### src/rtl/mips_pkg.sv
// Shared definitions for the MIPS front end: widths, defaults, fetch FSM states.
// No logic, no latency.
// No flow control.
package mips_pkg;

    localparam int          INSTR_W      = 32;
    localparam int          IM_AW_DEF    = 7;
    localparam logic [31:0] RESET_PC_DEF = 32'h0000_0000;

    typedef enum logic [1:0] {
        BOOT  = 2'd0,
        RUN   = 2'd1,
        FAULT = 2'd2
    } fetch_state_t;

    // A PC is fetchable when word aligned and inside the 2^aw-word memory.
    // The compare is a full 32-bit one, so a wrapped pc+4 lands out of range.
    function automatic logic pc_legal(input logic [31:0] pc, input int aw);
        logic [31:0] w_limit;
        w_limit  = 32'd4 << aw;
        pc_legal = (pc[1:0] == 2'b00) && (pc < w_limit);
    endfunction

endpackage

### src/rtl/ifetch_if.sv
// Fetch-stage bus: pipeline controls in, instruction memory port, IF/ID outputs.
// Pure wiring, no latency.
// stall/flush/redirect are the only backpressure; memory answers in the same cycle.
interface ifetch_if #(
    parameter int IM_AW = mips_pkg::IM_AW_DEF
);
    import mips_pkg::*;

    logic               stall;
    logic               flush;
    logic               redirect;
    logic [31:0]        redirect_pc;
    logic [IM_AW-1:0]   im_addr;
    logic [INSTR_W-1:0] im_data;
    logic [31:0]        pc;
    logic [INSTR_W-1:0] ifid_instr;
    logic [31:0]        ifid_pc4;
    logic               ifid_valid;
    logic               fault;

    // Fetch stage side
    modport master (
        input  stall, flush, redirect, redirect_pc, im_data,
        output im_addr, pc, ifid_instr, ifid_pc4, ifid_valid, fault
    );

    // Pipeline / memory side
    modport slave (
        output stall, flush, redirect, redirect_pc, im_data,
        input  im_addr, pc, ifid_instr, ifid_pc4, ifid_valid, fault
    );

endinterface

### src/rtl/ifetch_ifid_reg.sv
// IF/ID pipeline register holding instruction, PC+4 and a valid bit.
// One edge from load to output.
// Clear beats load; with neither asserted everything holds (stall).
module ifid_reg
    import mips_pkg::*;
(
    input  logic               clk,
    input  logic               rst_n,
    input  logic               i_load,
    input  logic               i_clear,
    input  logic [INSTR_W-1:0] i_instr,
    input  logic [31:0]        i_pc4,
    output logic [INSTR_W-1:0] o_instr,
    output logic [31:0]        o_pc4,
    output logic               o_valid
);

    logic [INSTR_W-1:0] r_instr;
    logic [31:0]        r_pc4;
    logic               r_valid;

    // Clear only drops valid so the stale payload stays visible for debug.
    always_ff @(posedge clk or negedge rst_n) begin
        if (!rst_n) begin
            r_instr <= '0;
            r_pc4   <= '0;
            r_valid <= 1'b0;
        end else if (i_clear) begin
            r_valid <= 1'b0;
        end else if (i_load) begin
            r_instr <= i_instr;
            r_pc4   <= i_pc4;
            r_valid <= 1'b1;
        end
    end

    assign o_instr = r_instr;
    assign o_pc4   = r_pc4;
    assign o_valid = r_valid;

endmodule

### src/rtl/ifetch.sv
// Instruction fetch: PC, instruction memory address, IF/ID capture, fault latch.
// im_addr combinational from pc; instruction lands in IF/ID one edge later.
// stall holds pc and IF/ID; redirect overrides stall; a fault freezes everything.
module ifetch
    import mips_pkg::*;
#(
    parameter int          IM_AW    = IM_AW_DEF,
    parameter logic [31:0] RESET_PC = RESET_PC_DEF
) (
    input  logic     clk,
    input  logic     rst_n,
    ifetch_if.master bus
);

    fetch_state_t r_state;
    logic [31:0]  r_pc;
    logic         r_fault;

    logic [31:0]  w_pc4;
    logic         w_legal;
    logic         w_load;
    logic         w_clear;

    assign w_pc4   = r_pc + 32'd4;
    assign w_legal = pc_legal(r_pc, IM_AW);

    // IF/ID controls: illegal pc, redirect and flush all invalidate; advance loads.
    always_comb begin
        w_load  = 1'b0;
        w_clear = 1'b0;
        case (r_state)
            RUN: begin
                if (!w_legal || bus.redirect || bus.flush) begin
                    w_clear = 1'b1;
                end else if (!bus.stall) begin
                    w_load = 1'b1;
                end
            end
            FAULT:   w_clear = 1'b1;
            default: ;
        endcase
    end

    // Fetch FSM with PC and sticky fault; BOOT spends one cycle before fetching.
    always_ff @(posedge clk or negedge rst_n) begin
        if (!rst_n) begin
            r_state <= BOOT;
            r_pc    <= RESET_PC;
            r_fault <= 1'b0;
        end else begin
            case (r_state)
                BOOT: r_state <= RUN;
                RUN: begin
                    if (!w_legal) begin
                        r_state <= FAULT;
                        r_fault <= 1'b1;
                    end else if (bus.redirect) begin
                        r_pc <= bus.redirect_pc;
                    end else if (!bus.stall) begin
                        // Covers both plain advance and flush without stall.
                        r_pc <= w_pc4;
                    end
                end
                FAULT:   r_fault <= 1'b1;
                default: r_state <= FAULT;
            endcase
        end
    end

    ifid_reg u_ifid_reg (
        .clk     (clk),
        .rst_n   (rst_n),
        .i_load  (w_load),
        .i_clear (w_clear),
        .i_instr (bus.im_data),
        .i_pc4   (w_pc4),
        .o_instr (bus.ifid_instr),
        .o_pc4   (bus.ifid_pc4),
        .o_valid (bus.ifid_valid)
    );

    assign bus.im_addr = r_pc[IM_AW+1:2];
    assign bus.pc      = r_pc;
    assign bus.fault   = r_fault;

endmodule

### src/flat_wrapper.sv
// flat-port wrapper written by rule: the top's interface ports become plain ports
module ifetch_flat import mips_pkg::*;
#(
    parameter int          IM_AW    = IM_AW_DEF,
    parameter logic [31:0] RESET_PC = RESET_PC_DEF
)
  (clk, rst_n, bus_stall, bus_flush, bus_redirect, bus_redirect_pc, bus_im_data, bus_im_addr, bus_pc, bus_ifid_instr, bus_ifid_pc4, bus_ifid_valid, bus_fault);
  ifetch_if #(.IM_AW(IM_AW)) bus_i ();
  input  logic clk;
  input  logic rst_n;
  input wire logic [$bits(bus_i.stall)-1:0] bus_stall;
  input wire logic [$bits(bus_i.flush)-1:0] bus_flush;
  input wire logic [$bits(bus_i.redirect)-1:0] bus_redirect;
  input wire logic [$bits(bus_i.redirect_pc)-1:0] bus_redirect_pc;
  input wire logic [$bits(bus_i.im_data)-1:0] bus_im_data;
  output wire logic [$bits(bus_i.im_addr)-1:0] bus_im_addr;
  output wire logic [$bits(bus_i.pc)-1:0] bus_pc;
  output wire logic [$bits(bus_i.ifid_instr)-1:0] bus_ifid_instr;
  output wire logic [$bits(bus_i.ifid_pc4)-1:0] bus_ifid_pc4;
  output wire logic [$bits(bus_i.ifid_valid)-1:0] bus_ifid_valid;
  output wire logic [$bits(bus_i.fault)-1:0] bus_fault;
  assign bus_i.stall = bus_stall;
  assign bus_i.flush = bus_flush;
  assign bus_i.redirect = bus_redirect;
  assign bus_i.redirect_pc = bus_redirect_pc;
  assign bus_i.im_data = bus_im_data;
  assign bus_im_addr = bus_i.im_addr;
  assign bus_pc = bus_i.pc;
  assign bus_ifid_instr = bus_i.ifid_instr;
  assign bus_ifid_pc4 = bus_i.ifid_pc4;
  assign bus_ifid_valid = bus_i.ifid_valid;
  assign bus_fault = bus_i.fault;
  ifetch #(.IM_AW(IM_AW), .RESET_PC(RESET_PC)) u_core (.clk(clk), .rst_n(rst_n), .bus(bus_i));
endmodule
### config.mk
export PLATFORM = sky130hd
export DESIGN_NAME = ifetch_flat
export DESIGN_NICKNAME = d
export VERILOG_FILES = /design/src/rtl/mips_pkg.sv /design/src/rtl/ifetch_if.sv /design/src/rtl/ifetch_ifid_reg.sv /design/src/rtl/ifetch.sv /design/src/flat_wrapper.sv
export SDC_FILE = /design/constraint.sdc
export NUM_CORES = 1
export LEC_CHECK = 0
export BUFFER_PORTS_ARGS = -buffer_cell sky130_fd_sc_hd__buf_2
export CAP_MARGIN = 20
export CORE_UTILIZATION = 48
export CTS_CLUSTER_SIZE = 10
export DETAILED_ROUTE_END_ITERATION = 10
export PLACE_DENSITY = 0.84
export SYNTH_ARGS = -nofsm -noshare
export SYNTH_HDL_FRONTEND = slang
export SYNTH_SLANG_ARGS = --single-unit
### constraint.sdc
create_clock -name clk -period 2.7 [get_ports clk]
set_input_delay 0.54 -clock clk [delete_from_list [all_inputs] [get_ports clk]]
set_output_delay 0.54 -clock clk [all_outputs]
set_load 0.005 [all_outputs]
# ---- After elaboration in Yosys (flattened, before gate mapping)
# Index checks and enable logic that the tools add are counted.
# W data, S select, Z words.
dict set report op_classes {
  n_addsub 1
  order_cmp 1
  n_eq_ne 4
  mux 13
  bitwise 2
  n_reduce_logical 12
}
# op n
set op_table {}
lappend op_table {{$mux W32} 2}
lappend op_table {{$add A32 B3 Y32 const B} 1}
lappend op_table {{$lt A32 B10 Y1 const B} 1}
lappend op_table {{$mux W1} 7}
lappend op_table {{$pmux W2 S3} 1}
lappend op_table {{$reduce_and A2 Y1} 3}
lappend op_table {{$logic_not A2 Y1} 2}
lappend op_table {{$pmux W1 S2} 2}
lappend op_table {{$reduce_bool A2 Y1} 2}
lappend op_table {{$reduce_and A3 Y1} 1}
lappend op_table {{$eq A2 B1 Y1 const B} 1}
lappend op_table {{$eq A2 B2 Y1 const B} 1}
lappend op_table {{$logic_or A1 B1 Y1} 2}
lappend op_table {{$mux W2} 1}
lappend op_table {{$ne A2 B1 Y1 const B} 1}
lappend op_table {{$ne A2 B2 Y1 const B} 1}
lappend op_table {{$not A1 Y1} 2}
lappend op_table {{$logic_and A1 B1 Y1} 1}
lappend op_table {{$logic_not A1 Y1} 1}
dict set report word_totals {
  ff_bits 100
  in_bits 69
  elab_cells 39
}

# ---- Depth between registers and ports, before layout
# Gate-level depths: netlist (run 1).
dict set report depth {
  depth_word 9
  ltp_mapped 7
}

# ---- Hierarchy
# From an unflattened synthesis (run 1), not the netlist that was laid out.
dict set report unflattened {
  hier_cells 365
  hier_area_um2 4931.0
}
# mod instances cells_per_inst area_each_um2
set modules_own_cells {}
lappend modules_own_cells {ifid_reg 1 139 2733.9}
lappend modules_own_cells {ifetch 1 226 2197.1}

# ---- Worst setup path before layout (run 1)
# No wires, ideal clock.
dict set report synth_path {
  path_type {input-to-reg}
  start {in bus_redirect}
  end {reg u_core.u_ifid_reg.r_pc4[7], in the netlist u_core.u_ifid_reg.o_pc4[7]}
  setup_time_ns 0.125
  t_arrival_ns 2.031
  slack_ns 0.544
  cell_stages 6
  path_buffers 2
  path_cell_list {clkbuf_1 > nor4b_1 > nand2_1 > nor3_4 > buf_6 > mux2_2}
}
dict set report synth_between {
  elab_chain_cells 6
}
# item line_no
set synth_lines {}
lappend synth_lines {{start, declared} flat_wrapper.sv:13} ;# input wire logic [$bits(bus_i.redirect)-1:0] bus_redirect;
lappend synth_lines {{$logic_or A1 B1 Y1 (*) (2 in series)} ifetch.sv:33} ;# if (!w_legal || bus.redirect || bus.flush) begin
lappend synth_lines {{$mux W1} ifetch.sv:33}
lappend synth_lines {{$pmux W1 S2} ifetch.sv:31} ;# case (r_state)
lappend synth_lines {{$not A1 Y1 (no source line)} --}
lappend synth_lines {{$reduce_and A2 Y1 (no source line) (*)} --}
lappend synth_lines {{end signal, assigned} ifetch_ifid_reg.sv:32} ;# r_pc4 <= i_pc4;
lappend synth_lines {{end, declared} ifetch_ifid_reg.sv:19} ;# logic [31:0] r_pc4;
# Mark *: on every way between the ends. The rest lies on a longest branch, timed or not.
# A chain may end at the register's enable or synchronous reset.

# ---- Worst setup path in the final report (run 1)
dict set report layout_path {
  start {reg u_core.r_pc[19], in the netlist u_core.bus.pc[19]}
  end {reg u_core.u_ifid_reg.r_instr[31], in the netlist u_core.u_ifid_reg.o_instr[31]}
}
dict set report layout_between {
  elab_chain_cells 9
}
# item line_no
set layout_lines {}
lappend layout_lines {{start, declared} ifetch.sv:16} ;# logic [31:0] r_pc;
lappend layout_lines {{start signal, assigned} ifetch.sv:58} ;# r_pc <= bus.redirect_pc;
lappend layout_lines {{start signal, assigned} ifetch.sv:61} ;# r_pc <= w_pc4;
lappend layout_lines {{$lt A32 B10 Y1 (*)} mips_pkg.sv:21} ;# pc_legal = (pc[1:0] == 2'b00) && (pc < w_limit);
lappend layout_lines {{$logic_and A1 B1 Y1 (*)} mips_pkg.sv:21}
lappend layout_lines {{$logic_not A1 Y1 (*)} ifetch.sv:33}
lappend layout_lines {{$logic_or A1 B1 Y1 (*) (2 in series)} ifetch.sv:33}
lappend layout_lines {{$mux W1} ifetch.sv:33}
lappend layout_lines {{$pmux W1 S2} ifetch.sv:31}
lappend layout_lines {{$not A1 Y1 (no source line)} --}
lappend layout_lines {{$reduce_and A2 Y1 (no source line) (*)} --}
lappend layout_lines {{end signal, assigned} ifetch_ifid_reg.sv:31} ;# r_instr <= i_instr;
lappend layout_lines {{end, declared} ifetch_ifid_reg.sv:18} ;# logic [INSTR_W-1:0] r_instr;
# Marked as above.

==> flow_summary.yaml, run 1 <==
run_status:
  outcome: "completed"
worst_setup_path:
  critPathLaunchType: "register"
  reg2reg_to: "u_core.u_ifid_reg.o_instr[31]$_DFFE_PN0P_"
  worstPathMaxFanout: 64
  r2r_start: "u_core.bus.pc[19]$_DFFE_PN0P_"
  crit_slowest_cell: "nor4_1"
  reg2regPathDepth: 5
  critPathMaxStageDelay_ns: 0.44
  critPathCaptureType: "register"
  cp.required_ns: 2.94
  critPathKind: "reg2reg"
  crit_buf_inv: 1
  path_cells: "nor4_1, nand3b_1, nor3_4, buf_12, mux2_2"
  crit_arrival_ns: 2.56
  r2r_slack_ns: 0.38
  critPathTopFamily: "simple AND/OR/NAND/NOR gates"
synth:
  yosys_warnings: 0
  syn_nets: 386
  syn_inst: 313
  synth.distinct_cells: 40
  synth-edff-count: 0
  ys_ff_latch: 100
  syn_area_sq_um: 4140
  ys.flop_type: "dfrtp_1"
  syn_avg_cell_area_sq_um: 13.2
  seq_area_frac_synth: 0.604
  async_flop_share: 1.00
finish:
  final_cell_mix: "buf_2 (172), dfrtp_1 (100), mux2_1 (34), nor2b_1 (24), a21o_1 (23)"
  instances_no_fill: 590
  fillers: 692
  final_common_cell: "buf_2"
  n_antenna_cell: 0
  utilization: 0.635
  drive_gt1_frac: 0.429
  syn_to_final_growth_pct: 27.2
  finalNetCount: 555
  postLayoutCellArea_sq_um: 5270
clock_network:
  worstSkewPairLatency_ns: 0.35
  htreeDepth: 3
  cts_setup_buffers: 0
  cts_made_buffers: 9
  clk_pin_slew_worst_paths_ns: 0.09
  cts_tree: "yes"
  numClockSinks: 100
  cts_resized: 0
  cts-root-buf: "clkbuf_8"
  cts_hold_buf: 0
  cts.path.max_buffers: 2
timing:
  period_needed_ns: 2.32
  rsz0062_at_grt: "false"
  worst_pin_slew_ns: 0.619
  finalHoldViolCount: 0
  fmax_mhz: 431
  finalSetupTns_ns: 0
  drv_slew: 0
  period_share: 0.859
  maxSlewHeadroom: 0.587
  finalClockSkew_ns: 0.0115
  setup_violations: 0
floorplan:
  fp.dieH_um: 94.9
  fp.dieW_um: 94.9
  core-area_sq_um: 8300
  ioPinCount: 174
  start_util: 0.499
  rows: 33
  fp.dieArea_sq_um: 9010
power_and_ir_drop:
  peakVddDrop_v: 0.000382
  power_density_nw_per_um2: 526
  leakagePower_uw: 0.00315
place:
  portBuffers: 173
  dpl.cell_count: 576
  place_hpwl_um: 6560
  routabilityCongestion: 0.818
  placed_area_sq_um: 5060
global_route:
  antenna_found_initial: 0
  grt_overflow: 0
  grt_max_degree: 65
  grt_pass1_vias: 2940
  grt_pass1_wl_um: 14100
  grtUsageTotal: 0.207
min_path:
  hold_class: "in2async"
routing:
  first_pass_iters: 4
  via_per_inst: 5.15
  route.vias.total: 3041
  drt_iter0_markers: 114
  ant_nets: 0
  drcViolationCount: 0
  wl_um: 8910
  post_drt_wl_per_cell_um: 15.1
flow_run:
  drv_cap: 0
final cells by class:
class                           instances  area, sq um  area share
Timing Repair Buffer                  183          956       0.181
Clock inverter                          2         60.1      0.0114
Inverter                                6         22.5     0.00427
Tap cell                              105          131      0.0249
Multi-Input combinational cell        182         1450       0.276
Sequential cell                       100         2500       0.475
Clock buffer                           12          145      0.0275
cell usage after synthesis (2+ instances only):
library cell | count | area [sq um]
a2111oi_0 | 5 | 43.8
a21o_1 | 23 | 173
a2bb2oi_1 | 6 | 52.6
and3_1 | 3 | 18.8
buf_2 | 6 | 30.0
buf_4 | 9 | 67.6
buf_6 | 4 | 45.0
clkbuf_1 | 6 | 22.5
dfrtp_1 | 100 | 2500
ha_1 | 4 | 50.1
inv_1 | 6 | 22.5
mux2_1 | 34 | 383
mux2_2 | 8 | 90.1
mux2i_1 | 4 | 40.0
nand2_1 | 14 | 52.6
nand3_1 | 9 | 45.0
nand4_1 | 2 | 12.5
nor2_1 | 6 | 22.5
nor2b_1 | 24 | 150
nor3_1 | 2 | 10.0
nor4_1 | 6 | 37.5
o21ai_0 | 5 | 25.0
o22ai_1 | 2 | 12.5
o31ai_1 | 5 | 37.5
xnor2_1 | 4 | 35.0
xor2_1 | 2 | 17.5
metrics by stage:
| step | setup WS [ns] | hold slack, ns | total power, uW |
|---|---|---|---|
| after floorplan | 0.544 | 0.244 | 1670 |
| after global placement | 0.497 | 0.449 | 1790 |
| after detailed placement | 0.403 | 0.465 | 1800 |
| after CTS | 0.385 | 0.194 | 2810 |
| after global routing | 0.202 | 0.223 | 2900 |
| final | 0.381 | 0.189 | 2770 |
layer usage:
| metal | track usage | part of all wire | vias to the layer above |
|---|---|---|---|
| met1 | 0.272 | 0.45 | 1450 |
| met2 | 0.327 | 0.46 | 145 |
| met3 | 0.0660 | 0.078 | 9 |
| li1 | - | - | 1437 |
| met4 | 0.0644 | 0.012 | 0 |
| met5 | 0 | 0 | - |
report_power, final:
part | internal, uW | switching, uW
registers | 1520 | 38.7
clock network | 539 | 470
logic | 101 | 100
total | 2160 | 609
logic make-up after synthesis:
kind of cell	share of synthesized area
buffers and inverters	0.0453
AOI/OAI and AO/OA	0.0933
muxes	0.124
xor gates and xnor gates	0.0127
adders and majority gates	0.0121
and+or+nand+nor	0.109
DFF	0.604
flip-flops by register name, indices dropped and copies added (netlist names):
register,flops
u_core.u_ifid_reg.o_instr,32
u_core.u_ifid_reg.o_valid,1
u_core.r_state,2
u_core.bus.pc,32
u_core.bus.fault,1
u_core.u_ifid_reg.o_pc4,32
worst max-delay path by stage:
stage,end,from,slack (ns),cells after the start
2_1_floorplan,u_core.u_ifid_reg.o_pc4[7]$_DFFE_PN0P_,bus_redirect,0.54,6
3_3_place_gp,u_core.u_ifid_reg.o_instr[31]$_DFFE_PN0P_,u_core.bus.pc[20]$_DFFE_PN0P_,0.50,5
3_5_place_dp,u_core.u_ifid_reg.o_instr[31]$_DFFE_PN0P_,u_core.bus.pc[19]$_DFFE_PN0P_,0.40,5
4_1_cts,u_core.u_ifid_reg.o_instr[8]$_DFFE_PN0P_,u_core.bus.pc[19]$_DFFE_PN0P_,0.38,5
5_1_grt,u_core.u_ifid_reg.o_instr[8]$_DFFE_PN0P_,u_core.r_state[1]$_DFFE_PN0P_,0.20,7
6_report,u_core.u_ifid_reg.o_instr[31]$_DFFE_PN0P_,u_core.bus.pc[19]$_DFFE_PN0P_,0.38,5
Power figures use the tool's default switching activity.
==> run 2: changes to the inputs <==
Settings changed: PLACE_DENSITY 0.84 to 0.88.
==> run 2 against run 1 <==
First-iteration DRC count up 8.8%. Combinational power about the same. Die area unchanged. Design area down 0.36%. Largest cell class unchanged. Non-clock buffer count down 3. Global-route usage up 0.11 points. Clock-buffer cell count down 2. Setup slack worse by 0.042 ns. Via count up 0.46%. Clock skew up 0.0035 ns. Utilization down 0.23 points.
==> flow_summary.yaml, run 2 (synthesis gave the netlist of run 1 again) <==
place:
  routabilityCongestion: 0.833
  placed_area_sq_um: 5050
  portBuffers: 173
  place_hpwl_um: 6770
timing:
  fmax_mhz: 424
  maxSlewHeadroom: 0.659
  finalHoldViolCount: 0
  finalClockSkew_ns: 0.0150
  hold-worst-slack_ns: 0.140
  worst_pin_slew_ns: 0.512
  rsz0062_at_grt: "false"
  period_share: 0.874
  setup_violations: 0
  period_needed_ns: 2.36
  finalSetupTns_ns: 0
  drv_slew: 0
clock_network:
  cts.path.max_buffers: 2
  clk_pin_slew_worst_paths_ns: 0.10
  cts_tree: "yes"
  cts_hold_buf: 0
  htreeDepth: 3
  numClockSinks: 100
  cts_resized: 0
  cts_setup_buffers: 0
  cts_made_buffers: 9
  cts-root-buf: "clkbuf_8"
  worstSkewPairLatency_ns: 0.36
finish:
  final_cell_mix: "buf_2 (172), dfrtp_1 (100), mux2_1 (34), nor2b_1 (24), a21o_1 (23)"
  finalNetCount: 552
  postLayoutCellArea_sq_um: 5250
  drive_gt1_frac: 0.430
  fillers: 664
  n_antenna_cell: 0
  syn_to_final_growth_pct: 26.8
  final_common_cell: "buf_2"
  utilization: 0.633
routing:
  ant_nets: 0
  via_per_inst: 5.19
  first_pass_iters: 6
  drt_iter0_markers: 124
  post_drt_wl_per_cell_um: 15.5
  route.vias.total: 3055
  drcViolationCount: 0
  wl_um: 9110
run_status:
  outcome: "completed"
global_route:
  antenna_found_initial: 0
  grt_pass1_wl_um: 14300
  grtUsageTotal: 0.208
  grt_max_degree: 65
  grt_pass1_vias: 2986
  grt_overflow: 0
floorplan:
  core-area_sq_um: 8300
  start_util: 0.499
  rows: 33
  fp.dieW_um: 94.9
  fp.dieArea_sq_um: 9010
  ioPinCount: 174
  fp.dieH_um: 94.9
power_and_ir_drop:
  peakVddDrop_v: 0.000327
  leakagePower_uw: 0.00314
  total_power_uw: 2710
  power_density_nw_per_um2: 516
worst_setup_path:
  crit_arrival_ns: 2.60
  r2r_start: "u_core.bus.pc[19]$_DFFE_PN0P_"
  r2r_slack_ns: 0.34
  critPathLaunchType: "register"
  worstPathMaxFanout: 64
  reg2reg_to: "u_core.u_ifid_reg.o_instr[0]$_DFFE_PN0P_"
  reg2regPathDepth: 5
  cp.required_ns: 2.94
  critPathKind: "reg2reg"
  critPathCaptureType: "register"
flow_run:
  drv_cap: 0
min_path:
  hold_class: "in2async"
[run 2: cell types whose count changed in the layout (fill, tap and decap cells not counted), sizes merged]
| cell | delta |
|---|---|
| buf | -3 |
| inv | +3 |
| clkbuf | -2 |
| bufinv | -1 |
| clkinv | +1 |
| clkinvlp | +1 |
[run 2: final cells by class]
cell class              instances  area, sq um  area share
inverters                       6         22.5     0.00429
well taps                     105          131      0.0250
clock inverters                 6         68.8      0.0131
clock buffers                  10          128      0.0243
repair buffers                180          946       0.180
multi-input cells             182         1450       0.277
flip-flops and latches        100         2500       0.477
[run 2: metrics by stage]
stage               setup slack (ns)  std cells
global route                   0.260        589
floorplan                      0.544        313
CTS                            0.354        589
global placement               0.416        573
detailed placement             0.304        573
finish                         0.339        589
[run 2: how the worst max path moves through the flow]
stage / start / endpoint / slack [ns] / cells past startpoint
after floorplan: bus_redirect / u_core.u_ifid_reg.o_pc4[7]$_DFFE_PN0P_ / 0.54 / 6
after global placement: bus_redirect / u_core.u_ifid_reg.o_instr[2]$_DFFE_PN0P_ / 0.42 / 6
after detailed placement: bus_redirect / u_core.u_ifid_reg.o_instr[21]$_DFFE_PN0P_ / 0.30 / 6
after CTS: u_core.bus.pc[19]$_DFFE_PN0P_ / u_core.u_ifid_reg.o_instr[25]$_DFFE_PN0P_ / 0.35 / 5
after global routing: u_core.bus.pc[19]$_DFFE_PN0P_ / u_core.u_ifid_reg.o_pc4[7]$_DFFE_PN0P_ / 0.26 / 5
final: u_core.bus.pc[19]$_DFFE_PN0P_ / u_core.u_ifid_reg.o_instr[0]$_DFFE_PN0P_ / 0.34 / 5
[run 2: where the power goes]
part | switching [uW] | internal (uW)
combinational | 100 | 100
sequential | 38.1 | 1520
clock | 509 | 438
[run 2: layer usage]
layer  vias to the layer above  global-route usage  routed length [um]
met5                         -                   0                   0
met4                         0              0.0720                 128
met3                        11              0.0370                 579
met2                       137               0.354                4550
met1                      1473               0.268                3850
li1                       1434                   -                   -
[run 2: critical path, cell delays in order, from the launching register on]
cell and delay, ns:
dfrtp_1 0.40, nor4_1 0.44, nand3b_1 0.36, nor3_4 0.30, buf_12 0.31, mux2_2 0.38
==> run 3: changes to the inputs <==
Settings changed: CORE_UTILIZATION 48 to 45, PLACE_DENSITY 0.88 to 0.84, SETUP_SLACK_MARGIN set to 0.2.
==> run 3 against run 2 <==
The flow now finishes with violations (DRC). Clock-buffer cell count down 1. Sequential cell count is the same. Final cell count is 0.68% higher. Maximum frequency rose by 2.3%. Setup slack improved by 0.052 ns. Sequential share of layout area is 0.19 points lower. Sequential power hardly changed. Clock skew fell by 0.0047 ns. Power up 1.6%. Critical endpoint is now u_core.u_ifid_reg.o_instr[22]$_DFFE_PN0P_. Die area grew 6.5%.
==> flow_summary.yaml, run 3 (synthesis gave the netlist of run 1 again) <==
run_status:
  outcome: "finished with violations"
  violations: "DRC"
worst_setup_path:
  cp-startpoint: "u_core.bus.pc[19]$_DFFE_PN0P_"
  critPathMaxStageDelay_ns: 0.42
  critPathKind: "reg2reg"
  cp.required_ns: 2.94
  worstPathMaxFanout: 64
  path_cells: "nor4_1, nand3b_1, nor3_4, buf_12, mux2_1"
  endpoint: "u_core.u_ifid_reg.o_instr[22]$_DFFE_PN0P_"
  reg2regPathDepth: 5
  crit_arrival_ns: 2.54
  r2r_slack_ns: 0.39
  critPathLaunchType: "register"
  critPathCaptureType: "register"
  crit_slowest_cell: "dfrtp_1"
  r2r_start: "u_core.bus.pc[19]$_DFFE_PN0P_"
  reg2reg_to: "u_core.u_ifid_reg.o_instr[22]$_DFFE_PN0P_"
clock_network:
  htreeDepth: 3
  worstSkewPairLatency_ns: 0.36
  cts_hold_buf: 0
  cts_made_buffers: 9
  cts_setup_buffers: 0
  numClockSinks: 100
  cts_tree: "yes"
  clk_pin_slew_worst_paths_ns: 0.10
  cts_resized: 0
  cts.path.max_buffers: 2
  cts-root-buf: "clkbuf_8"
global_route:
  grtUsageTotal: 0.207
  grt_max_degree: 65
  antenna_found_initial: 1
  grt_pass1_vias: 3170
  grt_pass1_wl_um: 15800
  grt_overflow: 0
timing:
  period_share: 0.855
  rsz0062_at_grt: "false"
  finalHoldViolCount: 0
  fmax_mhz: 433
  hold-worst-slack_ns: 0.165
  finalWorstSetupSlack_ns: 0.392
  finalClockSkew_ns: 0.0103
  finalSetupTns_ns: 0
  maxSlewHeadroom: 0.612
  worst_pin_slew_ns: 0.582
  drv_slew: 0
  setup_violations: 0
  period_needed_ns: 2.31
routing:
  first_pass_iters: 7
  route.vias.total: 3125
  drcViolationCount: 19
  wl_um: 9460
  post_drt_wl_per_cell_um: 15.9
  ant_nets: 0
  drt_iter0_markers: 95
  via_per_inst: 5.27
floorplan:
  start_util: 0.470
  fp.dieW_um: 98.0
  core-area_sq_um: 8810
  fp.dieArea_sq_um: 9590
  rows: 34
  fp.dieH_um: 98.0
  ioPinCount: 174
finish:
  drive_gt1_frac: 0.433
  fillers: 709
  final_cell_mix: "buf_2 (172), dfrtp_1 (100), mux2_1 (34), nor2b_1 (24), a21o_1 (23)"
  instances_no_fill: 593
  finalNetCount: 553
  regArea_sq_um: 2500
  postLayoutCellArea_sq_um: 5270
  syn_to_final_growth_pct: 27.3
  n_antenna_cell: 0
  final_common_cell: "buf_2"
  multi_input_area_sq_um: 1450
place:
  dpl.cell_count: 577
  placed_area_sq_um: 5070
  place_hpwl_um: 6900
  dp_slack_ns: 0.412
  routabilityCongestion: 0.822
  portBuffers: 173
min_path:
  hold_class: "in2async"
power_and_ir_drop:
  leakagePower_uw: 0.00314
  power_density_nw_per_um2: 522
  peakVddDrop_v: 0.000347
flow_run:
  drv_cap: 0
==> run 3: worst min-delay path by stage <==
stage	from	to	slack, ns	cells after the start
2_1_floorplan	rst_n	u_core.bus.fault$_DFFE_PN0P_	0.24	0
3_3_place_gp	u_core.bus.pc[28]$_DFFE_PN0P_	u_core.bus.pc[28]$_DFFE_PN0P_	0.45	1
3_5_place_dp	u_core.bus.pc[28]$_DFFE_PN0P_	u_core.bus.pc[28]$_DFFE_PN0P_	0.46	1
4_1_cts	rst_n	u_core.bus.pc[18]$_DFFE_PN0P_	0.16	1
5_1_grt	rst_n	u_core.bus.pc[18]$_DFFE_PN0P_	0.19	1
6_report	rst_n	u_core.bus.pc[18]$_DFFE_PN0P_	0.17	1
==> run 3: critical path, delay by kind of cell, from the launching register on <==
family	cells	cell delay, ns
flops	1	0.42
buf+inv	1	0.29
mux	1	0.38
simple gates	3	1.05
==> run 3: area by class of cell <==
cell class / count / area share
Clock inverter: 7 / 0.0157
Multi-Input combinational cell: 182 / 0.276
Tap cell: 108 / 0.0256
Sequential cell: 100 / 0.475
Timing Repair Buffer: 181 / 0.181
Inverter: 6 / 0.00427
Clock buffer: 9 / 0.0235
==> run 3: per-stage QoR <==
| step | util | power (uW) |
|---|---|---|
| finish | 0.599 | 2750 |
| global route | 0.599 | 2880 |
| CTS | 0.599 | 2790 |
| detailed placement | 0.575 | 1800 |
| global placement | 0.575 | 1790 |
| floorplan | - | 1670 |
==> run 3: metal layers <==
layer	vias to the layer above	part of all wire	track usage
met5	-	0.0011	0
met4	2	0.023	0.0944
met3	26	0.098	0.0644
met1	1484	0.40	0.257
li1	1444	-	-
met2	169	0.47	0.332
==> run 3: report_power, final <==
group	internal [uW]	leakage, uW	switching [uW]
Clock	443	0.0000984	542
Combinational	101	0.00171	102
Sequential	1520	0.00134	38.5
